$ cat src/rtl/qdec_cabac_pkg.sv
// Shared CABAC context constants and the context arbiter state encoding.
package qdec_cabac_pkg;

    localparam int CTX_ADDR_W = 10;
    localparam int CTX_DATA_W = 8;
    localparam int NUM_CTX    = 1024;

    typedef enum logic [1:0] {
        IDLE = 2'd0,
        INIT = 2'd1,
        DONE = 2'd2,
        RUN  = 2'd3
    } ctx_arb_state_e;

endpackage

$ cat src/rtl/qdec_ctx_arbiter.sv
// Owner of the single-port context RAM: runs the slice-start init walk,
// then arbitrates decoder reads against post-bin updates, forwarding
// same-address update data so a read never returns a stale state.
module qdec_ctx_arbiter #(
    parameter int ADDR_W  = qdec_cabac_pkg::CTX_ADDR_W,
    parameter int DATA_W  = qdec_cabac_pkg::CTX_DATA_W,
    parameter int NUM_CTX = qdec_cabac_pkg::NUM_CTX,
    parameter int STALL_W = 16
) (
    input  logic               clk,
    input  logic               rst,
    input  logic               init_start,
    input  logic [DATA_W-1:0]  init_wdata,
    input  logic               init_wvld,
    output logic               init_wrdy,
    output logic [ADDR_W-1:0]  init_idx,
    output logic               init_done,
    output logic               busy,
    input  logic [ADDR_W-1:0]  rd_addr,
    input  logic               rd_vld,
    output logic               rd_rdy,
    output logic [DATA_W-1:0]  rd_data,
    output logic               rd_data_vld,
    input  logic [ADDR_W-1:0]  upd_addr,
    input  logic [DATA_W-1:0]  upd_data,
    input  logic               upd_vld,
    output logic               upd_rdy,
    output logic [ADDR_W-1:0]  ctx_addr,
    output logic [DATA_W-1:0]  ctx_wdata,
    input  logic [DATA_W-1:0]  ctx_rdata,
    output logic               ctx_we,
    output logic               ctx_en,
    output logic [STALL_W-1:0] stall_cnt
);
    import qdec_cabac_pkg::*;

    ctx_arb_state_e     state;
    logic [ADDR_W-1:0]  initIdx;
    logic [STALL_W-1:0] stallCnt;
    logic               rdDataVld;
    logic               bypSel;
    logic [DATA_W-1:0]  bypData;
    logic [DATA_W-1:0]  heldData;
    logic [DATA_W-1:0]  rdMux;
    logic               initAcc;
    logic               updAcc;
    logic               rdAcc;
    logic               lastIdx;
    logic               stallInc;

    // Accept decisions: init_start pre-empts everything; in RUN an update
    // wins the RAM port and only a same-address read may ride along on it.
    always_comb begin
        initAcc = 1'b0;
        updAcc  = 1'b0;
        rdAcc   = 1'b0;
        if (!init_start) begin
            case (state)
                INIT:    initAcc = init_wvld;
                RUN: begin
                    updAcc = upd_vld;
                    rdAcc  = rd_vld && (!upd_vld || rd_addr == upd_addr);
                end
                default: ;
            endcase
        end
    end

    assign lastIdx  = (initIdx == ADDR_W'(NUM_CTX - 1));
    assign stallInc = (state == RUN) && rd_vld && !rdAcc && (stallCnt != '1);

    assign init_wrdy = initAcc;
    assign init_idx  = initIdx;
    assign init_done = (state == DONE);
    assign busy      = (state == INIT) || (state == DONE);
    assign rd_rdy    = rdAcc;
    assign upd_rdy   = updAcc;
    assign stall_cnt = stallCnt;

    // A bypassed read costs no RAM cycle: the update write owns the port.
    assign ctx_we    = initAcc || updAcc;
    assign ctx_en    = ctx_we || rdAcc;
    assign ctx_addr  = initAcc ? initIdx : updAcc ? upd_addr : rdAcc ? rd_addr : '0;
    assign ctx_wdata = initAcc ? init_wdata : updAcc ? upd_data : '0;

    assign rdMux       = bypSel ? bypData : ctx_rdata;
    assign rd_data     = rdDataVld ? rdMux : heldData;
    assign rd_data_vld = rdDataVld;

    // Control FSM and init address walk.
    always_ff @(posedge clk or posedge rst) begin
        if (rst) begin
            state   <= IDLE;
            initIdx <= '0;
        end else if (init_start) begin
            state   <= INIT;
            initIdx <= '0;
        end else begin
            case (state)
                INIT: if (initAcc) begin
                    initIdx <= initIdx + 1'b1;
                    if (lastIdx) state <= DONE;
                end
                DONE: begin
                    state   <= RUN;
                    initIdx <= '0;
                end
                default: ;
            endcase
        end
    end

    // Read return path: registered valid, bypass select/data, and a hold
    // register so rd_data stays put while the RAM output wanders.
    always_ff @(posedge clk or posedge rst) begin
        if (rst) begin
            rdDataVld <= 1'b0;
            bypSel    <= 1'b0;
            bypData   <= '0;
            heldData  <= '0;
        end else begin
            rdDataVld <= rdAcc;
            if (rdAcc)          bypSel   <= updAcc;
            if (rdAcc && updAcc) bypData <= upd_data;
            if (rdDataVld)      heldData <= rdMux;
        end
    end

    // Saturating count of RUN cycles where a read was held off.
    always_ff @(posedge clk or posedge rst) begin
        if (rst)           stallCnt <= '0;
        else if (stallInc) stallCnt <= stallCnt + 1'b1;
    end

endmodule
$ cat config.mk
export PLATFORM = sky130hd
export DESIGN_NAME = qdec_ctx_arbiter
export DESIGN_NICKNAME = d
export VERILOG_FILES = /design/src/rtl/qdec_cabac_pkg.sv /design/src/rtl/qdec_ctx_arbiter.sv
export SDC_FILE = /design/constraint.sdc
export NUM_CORES = 1
export LEC_CHECK = 0
export CAP_MARGIN = 20
export CORE_ASPECT_RATIO = 0.8
export CORE_MARGIN = 5
export CORE_UTILIZATION = 35
export CTS_CLUSTER_DIAMETER = 80
export CTS_CLUSTER_SIZE = 25
export DETAILED_ROUTE_END_ITERATION = 16
export GPL_ROUTABILITY_DRIVEN = 0
export PLACE_DENSITY = 0.65
export SYNTH_ARGS = -nofsm -noshare
export SYNTH_HDL_FRONTEND = slang
export SYNTH_SLANG_ARGS = --single-unit
$ cat constraint.sdc
create_clock -name clk -period 5.6 [get_ports clk]
set_input_delay 1.12 -clock clk [delete_from_list [all_inputs] [get_ports clk]]
set_output_delay 1.12 -clock clk [all_outputs]
set_load 0.01 [all_outputs]
==> results.sh <==
export IMPL_grt_total_usage_pct=16.9
export IMPL_rows=28
export IMPL_synth_edf_count=0
export IMPL_post_route_period_util_pct=83.4
export IMPL_insertedDiodeCount=0
export IMPL_io_buffers=109
export IMPL_postSynth_asyncResetShare_pct=100
export IMPL_status="complete, no violations"
export IMPL_hold_path_class="reg2reg"
export IMPL_die_y_um=87.1
export IMPL_synth_fp_nets=319
export IMPL_r2r_end="stall_cnt[12]"
export IMPL_synth_main_ff_cell="dfrtp_1"
export IMPL_stdcell_area_mm2=0.00391
export IMPL_place_inst=456
export IMPL_drc_errors=0
export IMPL_layout_min_cycle_time_ns=4.67
export IMPL_powerDensity_mw_per_mm2=169
export IMPL_initial_core_util_pct=35.5
export IMPL_critPathCaptureType="output pin"
export IMPL_p_leak_nw=1.64
export IMPL_worstPathMaxFanout=12
export IMPL_vias=2404
export IMPL_startpoint="init_start"
export IMPL_fin_ws_ns=0.929
export IMPL_drtIter0Drc=58
export IMPL_ys_types=39
export IMPL_htreeDepth=2
export IMPL_crit_type="in2out"
export IMPL_cts_resized=0
export IMPL_cts_tree="built"
export IMPL_peakVddDrop_mv=0.0810
export IMPL_fmax_mhz=214
export IMPL_core_mm2=0.00732
export IMPL_layout_commonest_cell="clkdlybuf4s50_1"
export IMPL_sw_frac_of_total_pct=24.9
export IMPL_drive_above_1_share_pct=7.73
export IMPL_r2r_start="state[0]"
export IMPL_clkLatencyLatePin_ns=0.30
export IMPL_antenna_found_initial=0
export IMPL_hold_depth=1
export IMPL_final_antenna_net_count=0
export IMPL_multi_input_area_mm2=0.00138
export IMPL_routedWlPerCell_um=16.9
export IMPL_grt_max_degree=47
export IMPL_firstDrtPassIters=4
export IMPL_numCtsBuffers=5
export IMPL_grt_ovfl_total=0
export IMPL_clock_sinks=46
export IMPL_grt_pass1_wl_mm=12.5
export IMPL_relSlewSlack_pct=40.5
export IMPL_hold_viol=0
export IMPL_die_area_mm2=0.00927
export IMPL_preCtsSetupSlack_ns=0.918
export IMPL_ys_ff_latch=46
export IMPL_cp_data_arrival_time_ns=3.55
export IMPL_p_clk_share_pct=32.7
export IMPL_cp_start_kind="input port"
export IMPL_syn_inst=264
export IMPL_setup_viol=0
export IMPL_cts_hold_buf=0
export IMPL_die_w_um=106
export IMPL_ioPinCount=110
export IMPL_dpl_hpwl_mm=6.01
export IMPL_syn_avg_cell_area_um2=9.85
export IMPL_final_util_pct=53.3
export IMPL_fillers=703
export IMPL_placed_area_mm2=0.00379
export IMPL_clock_path_buffers=2
export IMPL_final_cell_mix="clkdlybuf4s50_1 (109), dfrtp_1 (46), nor2_1 (24), nand2_1 (22), xor2_1 (18)"
export IMPL_clock_skew_ns=0.00478
export IMPL_synth_seq_area_share_pct=44.3
export IMPL_internal_power_w=0.000496
export IMPL_clk_pin_slew_worst_paths_ns=0.09
export IMPL_power_frac_seq_pct=51.5
export IMPL_regArea_mm2=0.00115
export IMPL_area_growth_pct=50.2
export IMPL_crit_path_end="ctx_addr[5]"
export IMPL_fin_tns_setup_ns=0
export IMPL_p_comb_share_pct=15.7
export IMPL_cap_violations=0
export IMPL_cts_setup_buffers=0
export IMPL_netlist_area_mm2=0.00260
export IMPL_worstPathRequired_ns=4.48
export IMPL_layoutNonFillerInstCount=465
export IMPL_worst_pin_slew_ns=0.890
export IMPL_power_switching_w=0.000164
export IMPL_nNetsFinal=429
export IMPL_cts_root_buffer="clkbuf_8"
export IMPL_rsz0062_at_grt="false"
export IMPL_rrSetupSlack_ns=3.48
export IMPL_drv_slew=0
export IMPL_routed_via_density=5.17
export IMPL_first_global_vias=2418
export IMPL_ys_warn_count=0
export IMPL_drt_total_wl_mm=7.85
export IMPL_rr_worst_depth=6
[cell families (layout without fill, tap and decap cells)]
logic type / Yosys count / count (layout) / share of synthesized area (%)
compound gates: 53 / 53 / 14.2
simple gates: 90 / 90 / 17.6
buf+inv: 19 / 130 / 2.79
fa+ha+maj: 5 / 5 / 2.41
xor+xnor: 32 / 32 / 10.8
mux: 19 / 19 / 7.94
flops: 46 / 46 / 44.3
[how the worst min path moves through the flow]
stage / endpoint / start / slack [ns]
after floorplan: bypData[0] / bypData[0] / 0.48
after global placement: stall_cnt[11] / stall_cnt[11] / 0.49
after detailed placement: stall_cnt[9] / stall_cnt[9] / 0.48
after CTS: stall_cnt[9] / stall_cnt[9] / 0.51
after global routing: stall_cnt[9] / stall_cnt[9] / 0.52
final: stall_cnt[9] / stall_cnt[9] / 0.51
[metal layers]
layer  vias up  global-route usage [%]  wire length [um]
li1       1166                       -                 -
met1      1159                    23.5              3810
met2        72                    26.0              3410
met3         7                    4.89               562
met4         0                    4.12                68
met5         -                       0                 0
[Yosys cell counts, types with 2 or more instances]
| cell | count | area share (%) |
|---|---|---|
| clkbuf_1 | 9 | 1.3 |
| nand3_1 | 5 | 0.96 |
| a22oi_1 | 9 | 2.6 |
| nor2_1 | 25 | 3.6 |
| a22o_1 | 8 | 2.7 |
| a221oi_1 | 2 | 0.67 |
| xor2_1 | 18 | 6.1 |
| inv_1 | 9 | 1.3 |
| and4_1 | 2 | 0.67 |
| nor4b_1 | 2 | 0.67 |
| dfrtp_1 | 46 | 44 |
| o21ai_0 | 13 | 2.5 |
| nor4_2 | 2 | 0.96 |
| nand4_1 | 9 | 2.2 |
| mux2_2 | 9 | 3.9 |
| mux2i_1 | 9 | 3.5 |
| nor3b_1 | 2 | 0.58 |
| nor4_1 | 3 | 0.72 |
| or3_1 | 3 | 0.72 |
| and2_1 | 2 | 0.48 |
| a21oi_1 | 13 | 2.5 |
| nand2_1 | 22 | 3.2 |
| nor3_1 | 9 | 1.7 |
| ha_1 | 5 | 2.4 |
| xnor2_1 | 14 | 4.7 |
[state kept, by name (all words and copies together), names as in the netlist]
| signal | cells |
|---|---|
| heldData | 8 |
| bypSel | 1 |
| state | 2 |
| init_idx | 10 |
| stall_cnt | 16 |
| bypData | 8 |
| rd_data_vld | 1 |
[critical path: stages]
cell and delay [ns]:
clkdlybuf4s50_1 0.43, nor2b_1 0.19, nand2_1 0.12, nor2_1 0.69, a22oi_1 0.24, o21ai_0 0.19
clkdlybuf4s50_1 0.56
[power groups by stage]
| stage | Sequential (W) | Clock [W] | Combinational [W] |
|---|---|---|---|
| 2_1_floorplan | 0.000347 | 0 | 0.0000343 |
| 3_3_place_gp | 0.000347 | 0 | 0.000103 |
| 3_5_place_dp | 0.000347 | 0 | 0.000103 |
| 4_1_cts | 0.000341 | 0.000222 | 0.000104 |
| 5_1_grt | 0.000341 | 0.000233 | 0.000112 |
| 6_report | 0.000340 | 0.000216 | 0.000104 |
[through the flow]
step | hold slack, ns | total power, W
final | 0.505 | 0.000660
after global placement | 0.485 | 0.000450
after CTS | 0.506 | 0.000667
after detailed placement | 0.482 | 0.000450
after global routing | 0.516 | 0.000687
after floorplan | 0.479 | 0.000382
[final cells by class]
class / instances / share of cell area (%)
multi-input combinational: 199 / 35.3
timing repair buffer: 113 / 29.0
clock buffer: 6 / 2.11
inverter: 9 / 0.865
clock inverter: 2 / 0.320
tap: 90 / 2.88
sequential: 46 / 29.5
Note: power is estimated with default switching activity, not from simulation.
